$ cat src/rtl/mips_exec_mem_if.sv
// Operand, control and data-memory signals of the execute/memory stage.
// The master side drives the instruction fields and operands; the stage is the slave.
interface mips_exec_mem_if;
   logic [5:0]  opcode;
   logic [4:0]  shamt;
   logic [5:0]  funct;
   logic [31:0] in1;
   logic [31:0] in2;
   logic [31:0] wdata;
   logic [31:0] address;
   logic [31:0] result;
   logic        zero;
   logic        rw;
   logic [31:0] out;

   modport master (
      output opcode, shamt, funct, in1, in2, wdata, address,
      input  result, zero, rw, out
   );

   modport slave (
      input  opcode, shamt, funct, in1, in2, wdata, address,
      output result, zero, rw, out
   );
endinterface

$ cat src/rtl/mips_exec_mem.sv
// Single-cycle MIPS execute/memory stage: combinational ALU plus a word-addressed
// data memory with asynchronous read, clocked write and asynchronous clear.
module mips_exec_mem #(
   parameter int unsigned DEPTH = 64,
   parameter int unsigned AW    = 6
) (
   input logic             clk,
   input logic             rst_n,
   mips_exec_mem_if.slave  bus
);

   localparam logic [5:0] OP_RTYPE = 6'b000000;
   localparam logic [5:0] OP_LW    = 6'b100011;
   localparam logic [5:0] OP_SW    = 6'b101011;
   localparam logic [5:0] OP_BEQ   = 6'b000100;

   localparam logic [5:0] FN_ADD = 6'b100000;
   localparam logic [5:0] FN_SUB = 6'b100010;
   localparam logic [5:0] FN_AND = 6'b100100;
   localparam logic [5:0] FN_OR  = 6'b100101;
   localparam logic [5:0] FN_SLL = 6'b000000;
   localparam logic [5:0] FN_SRL = 6'b000010;

   logic [31:0]   mem [DEPTH];
   logic [AW-1:0] idx;
   logic [31:0]   alu_res;
   logic          rw_dec;
   logic          unused_addr;

   always_comb begin
      alu_res = '0;
      rw_dec  = 1'b0;
      unique case (bus.opcode)
         OP_RTYPE: begin
            rw_dec = 1'b1;
            case (bus.funct)
               FN_ADD:  alu_res = bus.in1 + bus.in2;
               FN_SUB:  alu_res = bus.in1 - bus.in2;
               FN_AND:  alu_res = bus.in1 & bus.in2;
               FN_OR:   alu_res = bus.in1 | bus.in2;
               FN_SLL:  alu_res = bus.in2 << bus.shamt;
               FN_SRL:  alu_res = bus.in2 >> bus.shamt;
               default: rw_dec  = 1'b0;
            endcase
         end
         OP_LW: begin
            alu_res = bus.in1 + bus.in2;
            rw_dec  = 1'b1;
         end
         OP_SW:   alu_res = bus.in1 + bus.in2;
         OP_BEQ:  alu_res = bus.in1 - bus.in2;
         default: alu_res = '0;
      endcase
   end

   assign bus.result = alu_res;
   assign bus.zero   = (alu_res == '0);
   assign bus.rw     = rw_dec & rst_n;

   // Byte offset and bits above the memory span are dropped, so addresses wrap.
   assign idx         = bus.address[AW+1:2];
   assign unused_addr = ^{bus.address[31:AW+2], bus.address[1:0]};

   always_ff @(posedge clk or negedge rst_n) begin
      if (!rst_n) begin
         for (int unsigned i = 0; i < DEPTH; i++) begin
            mem[i] <= '0;
         end
      end else if (bus.opcode == OP_SW) begin
         mem[idx] <= bus.wdata;
      end
   end

   assign bus.out = mem[idx];

endmodule

$ cat src/flat_wrapper.sv
// flat-port wrapper written by rule: the top's interface ports become plain ports
module mips_exec_mem_flat 
#(
   parameter int unsigned DEPTH = 64,
   parameter int unsigned AW    = 6
)
  (clk, rst_n, bus_opcode, bus_shamt, bus_funct, bus_in1, bus_in2, bus_wdata, bus_address, bus_result, bus_zero, bus_rw, bus_out);
  mips_exec_mem_if bus_i ();
  input logic clk;
  input logic rst_n;
  input wire logic [$bits(bus_i.opcode)-1:0] bus_opcode;
  input wire logic [$bits(bus_i.shamt)-1:0] bus_shamt;
  input wire logic [$bits(bus_i.funct)-1:0] bus_funct;
  input wire logic [$bits(bus_i.in1)-1:0] bus_in1;
  input wire logic [$bits(bus_i.in2)-1:0] bus_in2;
  input wire logic [$bits(bus_i.wdata)-1:0] bus_wdata;
  input wire logic [$bits(bus_i.address)-1:0] bus_address;
  output wire logic [$bits(bus_i.result)-1:0] bus_result;
  output wire logic [$bits(bus_i.zero)-1:0] bus_zero;
  output wire logic [$bits(bus_i.rw)-1:0] bus_rw;
  output wire logic [$bits(bus_i.out)-1:0] bus_out;
  assign bus_i.opcode = bus_opcode;
  assign bus_i.shamt = bus_shamt;
  assign bus_i.funct = bus_funct;
  assign bus_i.in1 = bus_in1;
  assign bus_i.in2 = bus_in2;
  assign bus_i.wdata = bus_wdata;
  assign bus_i.address = bus_address;
  assign bus_result = bus_i.result;
  assign bus_zero = bus_i.zero;
  assign bus_rw = bus_i.rw;
  assign bus_out = bus_i.out;
  mips_exec_mem #(.DEPTH(DEPTH), .AW(AW)) u_core (.clk(clk), .rst_n(rst_n), .bus(bus_i));
endmodule
$ cat config.mk
export PLATFORM = sky130hd
export DESIGN_NAME = mips_exec_mem_flat
export DESIGN_NICKNAME = d
export VERILOG_FILES = /design/src/rtl/mips_exec_mem_if.sv /design/src/rtl/mips_exec_mem.sv /design/src/flat_wrapper.sv
export SDC_FILE = /design/constraint.sdc
export NUM_CORES = 2
export LEC_CHECK = 0
export CORE_MARGIN = 1
export CORE_UTILIZATION = 45
export CTS_BUF_LIST = sky130_fd_sc_hd__clkbuf_8
export DETAILED_ROUTE_END_ITERATION = 10
export SLEW_MARGIN = 10
export SYNTH_ARGS = -nofsm -noshare
export SYNTH_HDL_FRONTEND = slang
export SYNTH_SLANG_ARGS = --single-unit
export TNS_END_PERCENT = 5
$ cat constraint.sdc
create_clock -name clk -period 10.9 [get_ports clk]
set_input_delay 1.09 -clock clk [delete_from_list [all_inputs] [get_ports clk]]
set_output_delay 1.09 -clock clk [all_outputs]
set_load 0.005 [all_outputs]
# After elaboration in Yosys (flattened, before gate mapping)
# Index checks and enable logic that the tools add are counted.
dict set report totals {
  elab_cells 98
  ff_bits 2048
  rom_bits 0
  ramBits 0
  latch_bits 0
  mem_count 0
}
dict set report classes {
  reduce_logical 6
  add_sub_neg 2
  multipliers 0
  shifts 2
  n_lt_le_gt_ge 2
  bitwise 4
  n_div 0
  eq_ne 8
  muxes 10
}
# cell n
set ops {}
lappend ops {{$bwmux W2048} 1}
lappend ops {{$bmux W32 S6} 1}
lappend ops {{$demux W32 S6} 1}
lappend ops {{$pmux W32 S6} 1}
lappend ops {{$mux W32} 3}
lappend ops {{$pmux W32 S3} 1}
lappend ops {{$eq A6 B6 Y1 const B} 6}
lappend ops {{$add A32 B32 Y32} 1}
lappend ops {{$and A32 B32 Y32} 1}
lappend ops {{$logic_not A32 Y1} 1}
lappend ops {{$or A32 B32 Y32} 1}
lappend ops {{$shl A32 B5 Y32} 1}
lappend ops {{$shr A32 B5 Y32} 1}
lappend ops {{$sub A32 B32 Y32} 1}
lappend ops {{$logic_not A6 Y1} 2}
lappend ops {{$ge A7 B7 Y1 const B} 1}
lappend ops {{$lt A7 B1 Y1 const B} 1}
lappend ops {{$not A6 Y7} 1}
lappend ops {{$eq A6 B2 Y1 const B} 1}
lappend ops {{$eq A6 B3 Y1 const B} 1}
lappend ops {{$reduce_or A6 Y1} 1}
lappend ops {{$pmux W1 S2} 1}
lappend ops {{$reduce_or A2 Y1} 1}
lappend ops {{$and A1 B1 Y1} 1}
lappend ops {{2 further kinds} 2}

# Longest topological paths before layout
dict set report logic_depth {
  word_depth 6
  ltp_mapped 16
  mapped_depth_nobuf 14
}

# Worst setup path before layout
# OpenSTA, ideal clock, no wires.
dict set report synth_path {
  path_type {input to output}
  startpoint {input bus_in2[6]}
  endpoint {output bus_zero}
  setup_slack_ps 5258
  cell_stages 15
  arrival_time_ps 4552
  path_buffers 2
  cell_sequence {clkbuf_1 > inv_1 > ha_1 > buf_2 > inv_1 > a21oi_1 > o31ai_1 > a21oi_1 > nor3_1 > mux2_2 > or4b_1 > nor4_2 > nand4b_1 > or4_1 > nor4_1}
}
dict set report synth_between {
  elab_chain_cells 4
  elab_cells_between_ends 9
  classes_between {2 x add/sub; 2 x shift; 2 x mux; 2 x bitwise; 1 x reduce/logical}
}
# item line_no
set synth_lines {}
lappend synth_lines {{start: declaration} flat_wrapper.sv:15} ;# input wire logic [$bits(bus_i.in2)-1:0] bus_in2;
lappend synth_lines {{$sub A32 B32 Y32, or another cell as far along} {mips_exec_mem.sv:38, mips_exec_mem.sv:51}}
lappend synth_lines {{$pmux W32 S6} mips_exec_mem.sv:36} ;# case (bus.funct)
lappend synth_lines {{$pmux W32 S3 (*)} mips_exec_mem.sv:33} ;# unique case (bus.opcode)
lappend synth_lines {{$logic_not A32 Y1 (*)} mips_exec_mem.sv:57} ;# assign bus.zero = (alu_res == '0);
lappend synth_lines {{end: declaration} flat_wrapper.sv:19} ;# output wire logic [$bits(bus_i.zero)-1:0] bus_zero;
# Mark *: on every way between the ends. The rest lies on a longest branch, timed or not.

# Worst setup path in the final report
dict set report layout_path {
  startpoint {input bus_in2[12]}
  endpoint {output bus_zero}
}
# The elaborated chain is that of the path after synthesis.

==> results.toml <==
[clock_tree]
clock_latency_ns = 1.05
cts_buffers = 340
htree_levels = 5
root_buffer = "clkbuf_8"
cts_max_path_buffers = 4
clk_pin_slew_worst_paths_ns = 0.06
cts_tree = "yes"
cts_resized = 0
cts_sinks = 2048

[timing]
fin_worst_skew_ns = 0
fmax_mhz = 125
hold_violations = 0
worst_pin_slew_ns = 1.21
fin_setup_tns_ns = 0
slew_viol_final = 0
finalSetupViolations = 0
min_period_ns = 8.02
grt_setup_unrepaired = "false"
fin_ws_ns = 2.88
max-slew-margin-rel = 0.190
period_share = 0.736

[final_layout]
regMostFlops = "u_core.mem"
fin_util = 0.505
largest_register_ffs = 2048
final_cell_area_um2 = 109000
area_growth_pct = 11.1
drive_gt1_frac = 0.371
stdcell_count = 10700
fin_nets = 7851
top_regs = "u_core.mem x2048"

[drt]
wl_um = 354000
route.detailed.drc = 0
wl_per_cell_um = 33.1
first_pass_iters = 8
via_count = 70200
drtAntennaViolNets = 0
viasPerCell = 6.57
first_iter_violations = 6721

[yosys]
synth_edf_count = 0
yosys.area.top_type = "dfrtp_1"
yosys.cell_types.count = 96
synthTopCellsByArea = "dfrtp_1 (52%), mux2_2 (24%), a22oi_1 (5.7%), clkbuf_1 (2.6%), a221oi_1 (1.5%)"
synth_nets = 7974
syn_inst = 7723
seq_area_frac_synth = 0.524
ys_seq_elements = 2048
synth-main-ff-cell = "dfrtp_1"
async_flop_share = 1.00
syn_area_per_cell_um2 = 12.7
synthDominantCellAreaShare = 0.524
netlist_area_um2 = 97800
ys.warnings.count = 0

[critical_path]
worst_setup_path_start_kind = "primary input"
crit_path_end_kind = "output port"
slowest_stage = "clkdlybuf4s50_1"
cp_max_fo = 11
cp_cell_sequence = "clkdlybuf4s50_1 -> inv_1 -> ha_1 -> and4_1 -> and4_1 -> o21ai_0 -> a31oi_1 -> a21boi_0 -> nand2b_1 -> o211a_1 -> a22o_1 -> or4b_2 -> nor4_1 -> clkdlybuf4s50_1"
crit_required_ns = 9.81
path_class = "primary input to output port"
arrival_ns = 6.93
reg2reg_slack_ns = 10.10
crit_family = "compound AO/OA/AOI/OAI gates"
crit_buf_inv = 3
critPathMaxStageDelay_ns = 0.81

[power_and_ir_drop]
leakagePower_nw = 51.0
powerDensity_nw_per_um2 = 144
worst_ir_drop_vdd_uv = 111

[floorplan]
fp.dieW_um = 468
fp.coreArea_um2 = 215000
row_count = 170
dieArea_um2 = 219000
io_pins = 213
start_util = 0.454
die_h_um = 468

[place]
place_congestion = 0.913
dpl_worst_slack_ns = 2.98
port_buffers = 186
hpwl_um = 204000
dp.cells = 10100
postPlaceCellArea_um2 = 102000

[job]
maxCapViolCount = 0

[global_routing]
grt_start_max_net_pins = 183
track_usage = 0.320
grt_pass1_vias = 71500
grt_pass1_wl_um = 512000
overflow = 0
antenna_found_initial = 19

[status]
outcome = "finished, final reports clean"

[hold_path]
min_path_type = "primary input to async pin"
==> cell type report <==
type	instances	area, um^2
diodes	7	17.5
clock buffers	434	5970
clock inverters	148	801
fillers	18800	107000
inverters	100	375
multi-input cells	4775	43600
flip-flops and latches	2048	51200
well taps	2838	3550
repair buffers	335	3040
==> per-stage QoR <==
step	hold WS [ns]	power [W]
5_1_grt	0.476	0.0162
2_1_floorplan	0.481	0.00841
3_5_place_dp	0.496	0.00897
4_1_cts	0.423	0.0158
3_3_place_gp	0.489	0.00896
6_report	0.483	0.0157
==> cell usage in the layout, fill, tap and decap left out, types with 15 or more instances in the layout <==
cell             instances
a21o_1                  18
nor3_1                  37
o221ai_1                30
mux2i_1                 63
dfrtp_1               2048
o22ai_1                 18
inv_1                  202
nor2_1                 136
a22o_1                 159
nand3_1                 85
nor2b_1                 18
nand2_1                118
buf_2                   34
mux2_2                2085
o31ai_1                 18
clkdlybuf4s50_1        149
ha_1                   102
a31oi_1                130
mux4_2                  43
buf_4                  133
clkbuf_8               434
a22oi_1                744
a211oi_1                25
nor2_4                  67
buf_12                  17
nand4_1                148
clkinv_2                30
o211ai_1                15
a221oi_1               169
o21ai_0                 71
a21oi_1                204
==> worst paths after layout <==
check,startpoint,cells after the start,end
worst max register to register,u_core.mem[565],1,u_core.mem[565]
min in group clk,u_core.mem[603],1,u_core.mem[603]
worst min-delay path,rst_n,2,u_core.mem[1670]
worst max-delay path,bus_in2[12],14,bus_zero
max in group asynchronous,rst_n,5,u_core.mem[1112]
worst min register to register,u_core.mem[603],1,u_core.mem[603]
==> timing repair <==
item | CTS | global route
hold buffers | 1 | 0
endpoints found under the hold margin | 33 | 0
endpoints found under the setup margin | 0 | 0
setup buffers | 0 | 0
==> power by group <==
group | internal [W] | switching (W) | total [W] | leakage [nW]
Sequential | 0.00767 | 0.0000315 | 0.00770 | 28.6
Clock | 0.00372 | 0.00311 | 0.00682 | 3.90
Combinational | 0.000303 | 0.000852 | 0.00115 | 18.6
==> cells by family after synthesis <==
kind of cell	after synthesis	synth area share
multiplexers	2192	0.257
flip-flops	2048	0.524
AO/OA/AOI/OAI	1733	0.131
buffers and inverters	900	0.0359
AND/OR/NAND/NOR	732	0.0380
adder cells (fa/ha/maj)	104	0.0135
XOR/XNOR	14	0.00125
==> metal layers <==
metal,GRT usage,vias up,wire (um)
met3,0.0530,779,24600
met1,0.427,37500,148000
met4,0.151,8,17600
li1,-,28800,-
met2,0.510,3100,164000
met5,0,-,57
==> synth_stat cells (14+ instances only) <==
master	n
a221oi_1	169
nand4_1	148
nor2_1	203
buf_2	28
ha_1	102
o31ai_1	18
o22ai_1	18
nand3_1	85
mux2_2	2085
nand2_1	120
buf_1	71
and2_1	15
dfrtp_1	2048
o211ai_1	15
mux2i_1	63
a22oi_1	744
a21o_1	18
a22o_1	159
a211oi_1	25
inv_1	97
nor2b_1	18
mux4_2	43
o221ai_1	30
nand2b_1	14
clkbuf_1	682
a31oi_1	130
nor3_1	39
a221o_1	14
a21oi_1	205
o21ai_0	71
(Power assumes the default switching activity.)
